--- config.mk ---
export PLATFORM = sky130hd
export DESIGN_NAME = aes_inv_key_sched_flat
export DESIGN_NICKNAME = d
export VERILOG_FILES = /design/src/rtl/aes_ks_pkg.sv /design/src/rtl/aes_inv_key_sched_if.sv /design/src/rtl/aes_sbox.sv /design/src/rtl/aes_inv_key_sched.sv /design/src/flat_wrapper.sv
export SDC_FILE = /design/constraint.sdc
export NUM_CORES = 2
export LEC_CHECK = 0
export BUFFER_PORTS_ARGS = -buffer_cell sky130_fd_sc_hd__buf_2
export CAP_MARGIN = 10
export CORE_ASPECT_RATIO = 2
export CORE_MARGIN = 2
export CORE_UTILIZATION = 55
export DETAILED_ROUTE_END_ITERATION = 6
export PLACE_DENSITY = 0.75
export SYNTH_ARGS = -nofsm -noshare
export SYNTH_HDL_FRONTEND = slang
export SYNTH_SLANG_ARGS = --single-unit
--- constraint.sdc ---
create_clock -name clk -period 20.9 [get_ports clk]
set_input_delay 2.09 -clock clk [delete_from_list [all_inputs] [get_ports clk]]
set_output_delay 2.09 -clock clk [all_outputs]
set_load 0.02 [all_outputs]
--- src/rtl/aes_ks_pkg.sv ---
// Shared types, key-length encodings, Nk/Nr/Rcon lookups and GF(2^8) helper
// for the AES inverse key-schedule generator.
package aes_ks_pkg;

    typedef logic [31:0] word_t;

    localparam logic [1:0] KL_128  = 2'b00;
    localparam logic [1:0] KL_192  = 2'b01;
    localparam logic [1:0] KL_256  = 2'b10;
    localparam logic [1:0] KL_RSVD = 2'b11;

    // Rcon[1..10] stored at index 0..9
    localparam logic [7:0] RCON_TAB [10] = '{
        8'h01, 8'h02, 8'h04, 8'h08, 8'h10, 8'h20, 8'h40, 8'h80, 8'h1b, 8'h36
    };

    function automatic logic [3:0] nk_of(input logic [1:0] kl);
        case (kl)
            KL_192:  return 4'd6;
            KL_256:  return 4'd8;
            default: return 4'd4;
        endcase
    endfunction

    function automatic logic [3:0] nr_of(input logic [1:0] kl);
        case (kl)
            KL_192:  return 4'd12;
            KL_256:  return 4'd14;
            default: return 4'd10;
        endcase
    endfunction

    // Lowest word index of the loaded window: 4(Nr+1)-Nk
    function automatic logic [5:0] j0_of(input logic [1:0] kl);
        case (kl)
            KL_192:  return 6'd46;
            KL_256:  return 6'd52;
            default: return 6'd40;
        endcase
    endfunction

    // (4(Nr+1)-1) / Nk; the matching remainder is 3 for every key length
    function automatic logic [3:0] q0_of(input logic [1:0] kl);
        case (kl)
            KL_192:  return 4'd8;
            KL_256:  return 4'd7;
            default: return 4'd10;
        endcase
    endfunction

    function automatic logic [7:0] rcon_of(input logic [3:0] q);
        if (q >= 4'd1 && q <= 4'd10)
            return RCON_TAB[q - 4'd1];
        return 8'h00;
    endfunction

    function automatic logic [7:0] gf_mul(input logic [7:0] a, input logic [7:0] b);
        logic [7:0] p;
        logic [7:0] aa;
        p  = 8'h00;
        aa = a;
        for (int k = 0; k < 8; k++) begin
            if (b[k])
                p = p ^ aa;
            aa = {aa[6:0], 1'b0} ^ (aa[7] ? 8'h1b : 8'h00);
        end
        return p;
    endfunction

endpackage

--- src/rtl/aes_inv_key_sched_if.sv ---
// Load/round-key handshake bundle for aes_inv_key_sched.
// Carries the err pulse only when AES_INV_KS_ERR_EN is defined.
interface aes_inv_key_sched_if #(
    parameter int MAX_KEY_BITS = 256,
    parameter int ROUND_W      = 4
);
    logic                    start;
    logic [1:0]              key_len;
    logic [MAX_KEY_BITS-1:0] kin;
    logic                    busy;
    logic                    rk_valid;
    logic                    rk_ready;
    logic [127:0]            rk_out;
    logic [ROUND_W-1:0]      rk_round;
    logic                    done;
`ifdef AES_INV_KS_ERR_EN
    logic                    err;
`endif

    modport master (
        output start, key_len, kin, rk_ready,
`ifdef AES_INV_KS_ERR_EN
        input  err,
`endif
        input  busy, rk_valid, rk_out, rk_round, done
    );

    modport slave (
        input  start, key_len, kin, rk_ready,
`ifdef AES_INV_KS_ERR_EN
        output err,
`endif
        output busy, rk_valid, rk_out, rk_round, done
    );
endinterface

--- src/rtl/aes_sbox.sv ---
// Forward AES S-box: multiplicative inverse in GF(2^8) followed by the affine map.
module aes_sbox
    import aes_ks_pkg::*;
(
    input  logic [7:0] a,
    output logic [7:0] s
);
    logic [7:0] x2, x3, x6, x12, x15, x30, x60, x120, x240, x252, inv;

    // x^254 == x^-1 for x != 0, and maps 0 to 0
    always_comb begin
        x2   = gf_mul(a, a);
        x3   = gf_mul(x2, a);
        x6   = gf_mul(x3, x3);
        x12  = gf_mul(x6, x6);
        x15  = gf_mul(x12, x3);
        x30  = gf_mul(x15, x15);
        x60  = gf_mul(x30, x30);
        x120 = gf_mul(x60, x60);
        x240 = gf_mul(x120, x120);
        x252 = gf_mul(x240, x12);
        inv  = gf_mul(x252, x2);
    end

    assign s = inv
             ^ {inv[6:0], inv[7]}
             ^ {inv[5:0], inv[7:6]}
             ^ {inv[4:0], inv[7:5]}
             ^ {inv[3:0], inv[7:4]}
             ^ 8'h63;

endmodule

--- src/rtl/aes_inv_key_sched.sv ---
// Reverse AES key-schedule walker: emits round keys Nr..0, one recovered word per STEP.
// Define AES_INV_KS_ERR_EN to add the err pulse for rejected/busy starts.
module aes_inv_key_sched
    import aes_ks_pkg::*;
#(
    parameter int MAX_KEY_BITS = 256,
    parameter int ROUND_W      = 4
) (
    input logic                 clk,
    input logic                 rst,
    aes_inv_key_sched_if.slave  bus
);
    typedef enum logic [1:0] {IDLE, EMIT, STEP} state_t;

    state_t             state_reg;
    word_t [7:0]        win_reg;
    logic [5:0]         j_reg;
    logic [3:0]         r_reg;
    logic [2:0]         phase_reg;
    logic [3:0]         quot_reg;
    logic [1:0]         kl_reg;
    logic               busy_reg;
    logic               rk_valid_reg;
    logic [127:0]       rk_out_reg;
    logic [ROUND_W-1:0] rk_round_reg;
    logic               done_reg;
`ifdef AES_INV_KS_ERR_EN
    logic               err_reg;
`endif

    word_t [7:0] kin_w;
    word_t       prev_word, top_word, sbox_in, sub_word, t_word, new_word;
    word_t [7:0] win_shift;
    logic        key_ok;
    logic [3:0]  r_dec;
    logic [5:0]  j_dec;
    logic [6:0]  diff_emit, diff_step;
    logic        ge_emit, ge_step;

    // kin is left-justified: word k sits just below word k-1 from the top
    generate
        for (genvar gi = 0; gi < 8; gi++) begin : g_kin
            if ((gi + 1) * 32 <= MAX_KEY_BITS) begin : g_word
                assign kin_w[gi] = bus.kin[MAX_KEY_BITS-1-32*gi -: 32];
            end else begin : g_none
                assign kin_w[gi] = '0;
            end
        end
    endgenerate

    assign key_ok = (bus.key_len != KL_RSVD) &&
                    (32 * int'(nk_of(bus.key_len)) <= MAX_KEY_BITS);

    always_comb begin
        case (kl_reg)
            KL_192: begin
                prev_word = win_reg[4];
                top_word  = win_reg[5];
            end
            KL_256: begin
                prev_word = win_reg[6];
                top_word  = win_reg[7];
            end
            default: begin
                prev_word = win_reg[2];
                top_word  = win_reg[3];
            end
        endcase
    end

    assign sbox_in = (phase_reg == 3'd0) ? {prev_word[23:0], prev_word[31:24]} : prev_word;

    generate
        for (genvar gi = 0; gi < 4; gi++) begin : g_sbox
            aes_sbox u_sbox (
                .a (sbox_in[8*gi +: 8]),
                .s (sub_word[8*gi +: 8])
            );
        end
    endgenerate

    always_comb begin
        if (phase_reg == 3'd0)
            t_word = sub_word ^ {rcon_of(quot_reg), 24'h000000};
        else if (kl_reg == KL_256 && phase_reg == 3'd4)
            t_word = sub_word;
        else
            t_word = prev_word;
    end

    // w[i-Nk] = w[i] ^ T(w[i-1]); the recovered word enters at the bottom
    assign new_word  = top_word ^ t_word;
    assign win_shift = {win_reg[6:0], new_word};

    // Inside a valid window 4r-j is 0..Nk-4, so its upper bits are all zero
    assign r_dec     = r_reg - 4'd1;
    assign j_dec     = j_reg - 6'd1;
    assign diff_emit = {1'b0, r_dec, 2'b00} - {1'b0, j_reg};
    assign diff_step = {1'b0, r_reg, 2'b00} - {1'b0, j_dec};
    assign ge_emit   = (diff_emit[6:3] == 4'd0);
    assign ge_step   = (diff_step[6:3] == 4'd0);

    function automatic logic [127:0] pick(input word_t [7:0] w, input logic [2:0] off);
        return {w[off], w[off + 3'd1], w[off + 3'd2], w[off + 3'd3]};
    endfunction

    always_ff @(posedge clk or posedge rst) begin
        if (rst) begin
            state_reg    <= IDLE;
            win_reg      <= '0;
            j_reg        <= '0;
            r_reg        <= '0;
            phase_reg    <= '0;
            quot_reg     <= '0;
            kl_reg       <= '0;
            busy_reg     <= 1'b0;
            rk_valid_reg <= 1'b0;
            rk_out_reg   <= '0;
            rk_round_reg <= '0;
            done_reg     <= 1'b0;
`ifdef AES_INV_KS_ERR_EN
            err_reg      <= 1'b0;
`endif
        end else begin
            done_reg <= 1'b0;
`ifdef AES_INV_KS_ERR_EN
            err_reg  <= (state_reg != IDLE) && bus.start;
`endif
            case (state_reg)
                IDLE: begin
                    // The loaded window always contains round Nr, so go straight to EMIT
                    if (bus.start && key_ok) begin
                        win_reg      <= kin_w;
                        kl_reg       <= bus.key_len;
                        j_reg        <= j0_of(bus.key_len);
                        r_reg        <= nr_of(bus.key_len);
                        phase_reg    <= 3'd3;
                        quot_reg     <= q0_of(bus.key_len);
                        busy_reg     <= 1'b1;
                        rk_valid_reg <= 1'b1;
                        rk_out_reg   <= pick(kin_w, 3'(nk_of(bus.key_len) - 4'd4));
                        rk_round_reg <= ROUND_W'(nr_of(bus.key_len));
                        state_reg    <= EMIT;
                    end
`ifdef AES_INV_KS_ERR_EN
                    else if (bus.start) begin
                        err_reg <= 1'b1;
                    end
`endif
                end
                EMIT: begin
                    if (bus.rk_ready) begin
                        if (r_reg == 4'd0) begin
                            busy_reg     <= 1'b0;
                            rk_valid_reg <= 1'b0;
                            done_reg     <= 1'b1;
                            state_reg    <= IDLE;
                        end else begin
                            r_reg <= r_dec;
                            if (ge_emit) begin
                                rk_out_reg   <= pick(win_reg, diff_emit[2:0]);
                                rk_round_reg <= ROUND_W'(r_dec);
                            end else begin
                                rk_valid_reg <= 1'b0;
                                state_reg    <= STEP;
                            end
                        end
                    end
                end
                STEP: begin
                    win_reg <= win_shift;
                    j_reg   <= j_dec;
                    if (phase_reg == 3'd0) begin
                        phase_reg <= 3'(nk_of(kl_reg) - 4'd1);
                        quot_reg  <= quot_reg - 4'd1;
                    end else begin
                        phase_reg <= phase_reg - 3'd1;
                    end
                    if (ge_step) begin
                        rk_valid_reg <= 1'b1;
                        rk_out_reg   <= pick(win_shift, diff_step[2:0]);
                        rk_round_reg <= ROUND_W'(r_reg);
                        state_reg    <= EMIT;
                    end
                end
                default: state_reg <= IDLE;
            endcase
        end
    end

    assign bus.busy     = busy_reg;
    assign bus.rk_valid = rk_valid_reg;
    assign bus.rk_out   = rk_out_reg;
    assign bus.rk_round = rk_round_reg;
    assign bus.done     = done_reg;
`ifdef AES_INV_KS_ERR_EN
    assign bus.err      = err_reg;
`endif

endmodule

--- src/flat_wrapper.sv ---
// flat-port wrapper written by rule: the top's interface ports become plain ports
module aes_inv_key_sched_flat import aes_ks_pkg::*;
#(
    parameter int MAX_KEY_BITS = 256,
    parameter int ROUND_W      = 4
)
  (clk, rst, bus_start, bus_key_len, bus_kin, bus_rk_ready, bus_busy, bus_rk_valid, bus_rk_out, bus_rk_round, bus_done);
  aes_inv_key_sched_if #(.MAX_KEY_BITS(MAX_KEY_BITS), .ROUND_W(ROUND_W)) bus_i ();
  input logic clk;
  input logic rst;
  input wire logic [$bits(bus_i.start)-1:0] bus_start;
  input wire logic [$bits(bus_i.key_len)-1:0] bus_key_len;
  input wire logic [$bits(bus_i.kin)-1:0] bus_kin;
  input wire logic [$bits(bus_i.rk_ready)-1:0] bus_rk_ready;
  output wire logic [$bits(bus_i.busy)-1:0] bus_busy;
  output wire logic [$bits(bus_i.rk_valid)-1:0] bus_rk_valid;
  output wire logic [$bits(bus_i.rk_out)-1:0] bus_rk_out;
  output wire logic [$bits(bus_i.rk_round)-1:0] bus_rk_round;
  output wire logic [$bits(bus_i.done)-1:0] bus_done;
  assign bus_i.start = bus_start;
  assign bus_i.key_len = bus_key_len;
  assign bus_i.kin = bus_kin;
  assign bus_i.rk_ready = bus_rk_ready;
  assign bus_busy = bus_i.busy;
  assign bus_rk_valid = bus_i.rk_valid;
  assign bus_rk_out = bus_i.rk_out;
  assign bus_rk_round = bus_i.rk_round;
  assign bus_done = bus_i.done;
  aes_inv_key_sched #(.MAX_KEY_BITS(MAX_KEY_BITS), .ROUND_W(ROUND_W)) u_core (.clk(clk), .rst(rst), .bus(bus_i));
endmodule
==> out/results.ini <==
[global_route]
grt_pass1_vias=91400
gr-total-overflow=0
grt_use_total=0.463
grt_pass1_wl_um=576000
antenna_found_initial=44
grt_max_degree=222

[detailed_routing]
firstDrtPassIters=7
wl_per_cell_um=28.5
drc=54
first_iter_violations=10600
vias=93400
final_antenna_net_count=0
via_per_inst=6.88
routed_wirelength_um=387000

[outcome]
status=finished, violations left
failed_checks=design-rule violations

[floorplanning]
die_h_um=570
io_pins=397
dieArea_um2=164000
fp-row-count=207
core_um2=159000
die_w_um=287
initial_core_util=0.554

[place]
dp_slack_ps=-1270
port_buffers=396
hpwlAfterDp_um=278000
place_congestion=1.11
dp_cells=13400

[worst_setup_path]
crit_path_end_kind=flip-flop
crit_buf_inv=8
critPathMaxStageDelay_ps=640
start_kind=flip-flop
required_ps=21390
cp_common_cell=xnor2_1
path_class=flip-flop to flip-flop
slowest_stage=xnor2_1
path_max_fanout=22
arrival_ps=20810
critPathTopFamily=XOR/XNOR gates

[logic_synthesis]
yosysUniqueCellTypes=131
synth.most_common_cell=nand2_1
synth-edff-count=0
synthTopCellsByArea=xnor2_1 (12%), dfrtp_1 (12%), xnor3_1 (9.1%), mux2i_1 (6.6%), mux4_2 (5.9%)
async_reset_ff_frac=1.00
yosysWarningCount=0
synth_cells=11100
syn_nets=11400
synth_common_cells=nand2_1 (1,301), nor2_1 (1,223), xnor2_1 (1,178), o21ai_0 (825), clkbuf_1 (631)
yosys.area.top_type=xnor2_1
yosysSeqAreaShare=0.117
ys_seq_elements=412
syn_avg_cell_area_um2=7.95
synth_ff_type=dfrtp_1
synth_top_area_share=0.117
synth.cell_area_um2=88200

[timing]
tightest_slew_ps=1320
period_minus_slack_ps=20320
setup_slack_ps=578
timing.slew.headroom=0.120
slew_viol_final=0
max_freq_ghz=0.0492
hold_viol=0
finClkSkew_ps=42.4
setup_violations=0
finalCritPeriodShare=0.972

[layout]
drive_gt1_frac=0.207
final_nets=11800
largest_register_ff_count=256
final_cells=13600
area_growth_pct=13.2

[job]
drv_cap=0

[clock_tree]
cts_tree=built
cts_hold_buf=0
clk_pin_slew_ps=80
clk_path_buf_depth=3
cts-buffers-inserted=36
clock_sinks=412
htreeDepth=2
clk_latency_ps=640
root_buffer=clkbuf_16

[hold_path]
hp-class=flip-flop to flip-flop

-- metal layers --
| metal | up-vias | global-route usage | routed length, um |
|---|---|---|---|
| met4 | 36 | 0.472 | 49800 |
| met5 | - | 0.00982 | 396 |
| met1 | 44200 | 0.467 | 121000 |
| met2 | 6249 | 0.730 | 176000 |
| li1 | 40400 | - | - |
| met3 | 2483 | 0.151 | 40800 |
-- cells by family (layout without fill, tap and decap cells) --
| group | count (synthesis) | after routing | synth area share |
|---|---|---|---|
| flops | 412 | 412 | 0.117 |
| compound gates | 2799 | 2799 | 0.206 |
| mux | 922 | 922 | 0.139 |
| buf+inv | 1143 | 1505 | 0.0557 |
| fa+ha+maj | 64 | 64 | 0.00902 |
| xor+xnor | 2086 | 2087 | 0.288 |
| simple gates | 3673 | 3673 | 0.185 |
| other cells | 0 | 26 | 0 |
-- what timing repair did --
action | CTS | global route
buffers inserted | 8 | 118
pin swaps | 11 | 112
gates cloned | 0 | 3
gates resized for setup | 57 | 369
setup endpoints to repair | 99 | 160
-- stage by stage --
| step | area [um2] | util | hold WS [ps] | setup TNS [ps] |
|---|---|---|---|---|
| after detailed placement | 95000 | 0.597 | 454 | -64150 |
| after global placement | 95000 | 0.597 | 455 | -43730 |
| after CTS | 96600 | 0.607 | 476 | 0 |
| final | 99900 | 0.627 | 475 | 0 |
| after floorplan | 88700 | - | 472 | -0.433 |
| after global routing | 99900 | 0.627 | 488 | -5050 |
-- worst register-to-register path, delay by kind of cell, from the launching register on --
family | cells | cell delay (ps)
mux | 1 | 410
xor+xnor | 27 | 9580
compound gates | 15 | 3820
buf+inv | 8 | 1820
simple gates | 16 | 3520
flops | 1 | 440
fa+ha+maj | 2 | 630
-- worst paths after layout --
| kind | from | end | slack, ps | cells after the start |
|---|---|---|---|---|
| worst min register to register | u_core.bus.rk_out[4] | u_core.bus.rk_out[4] | 480 | 2 |
| worst min-delay path | u_core.bus.rk_out[4] | u_core.bus.rk_out[4] | 480 | 2 |
| max in group asynchronous | rst | u_core.win_reg[204] | 16030 | 5 |
| worst max-delay path | u_core.kl_reg[1] | u_core.bus.rk_out[66] | 580 | 69 |
| worst max register to register | u_core.kl_reg[1] | u_core.bus.rk_out[66] | 580 | 69 |
| min in group asynchronous | rst | u_core.win_reg[185] | 1630 | 2 |
-- cells in the final DEF (no fill, tap or decap), drive strengths merged, types with 52 or more instances in the layout --
cell type and instances:
nand2 1303, xnor2 1271, buf 1248, nor2 1232, o21ai 906, a21oi 618, mux2i 587, dfrtp 412
xor2 380, xnor3 369, nor3 279, mux4 231, nand3 224, inv 178, o211ai 149, a211oi 145
o22ai 121, nor2b 112, mux2 104, nand2b 100, a221oi 89, a31oi 88, and2 75, a221o 70
nor4 68, xor3 67, ha 62, a22oi 59, and3 57, o221ai 54, clkbuf 54, or2 52
-- final cells by class --
type,count,area (um2)
Clock buffer,50,1050
Fill cell,14000,59400
Inverter,190,728
Clock inverter,13,156
Sequential cell,412,10300
Timing Repair Buffer,1252,8870
Tap cell,2090,2620
Multi-Input combinational cell,9545,76100
Antenna cell,26,65.1
Power is not shown: default switching activity piles up to over one toggle a cycle in this logic, so the estimate is an artifact.
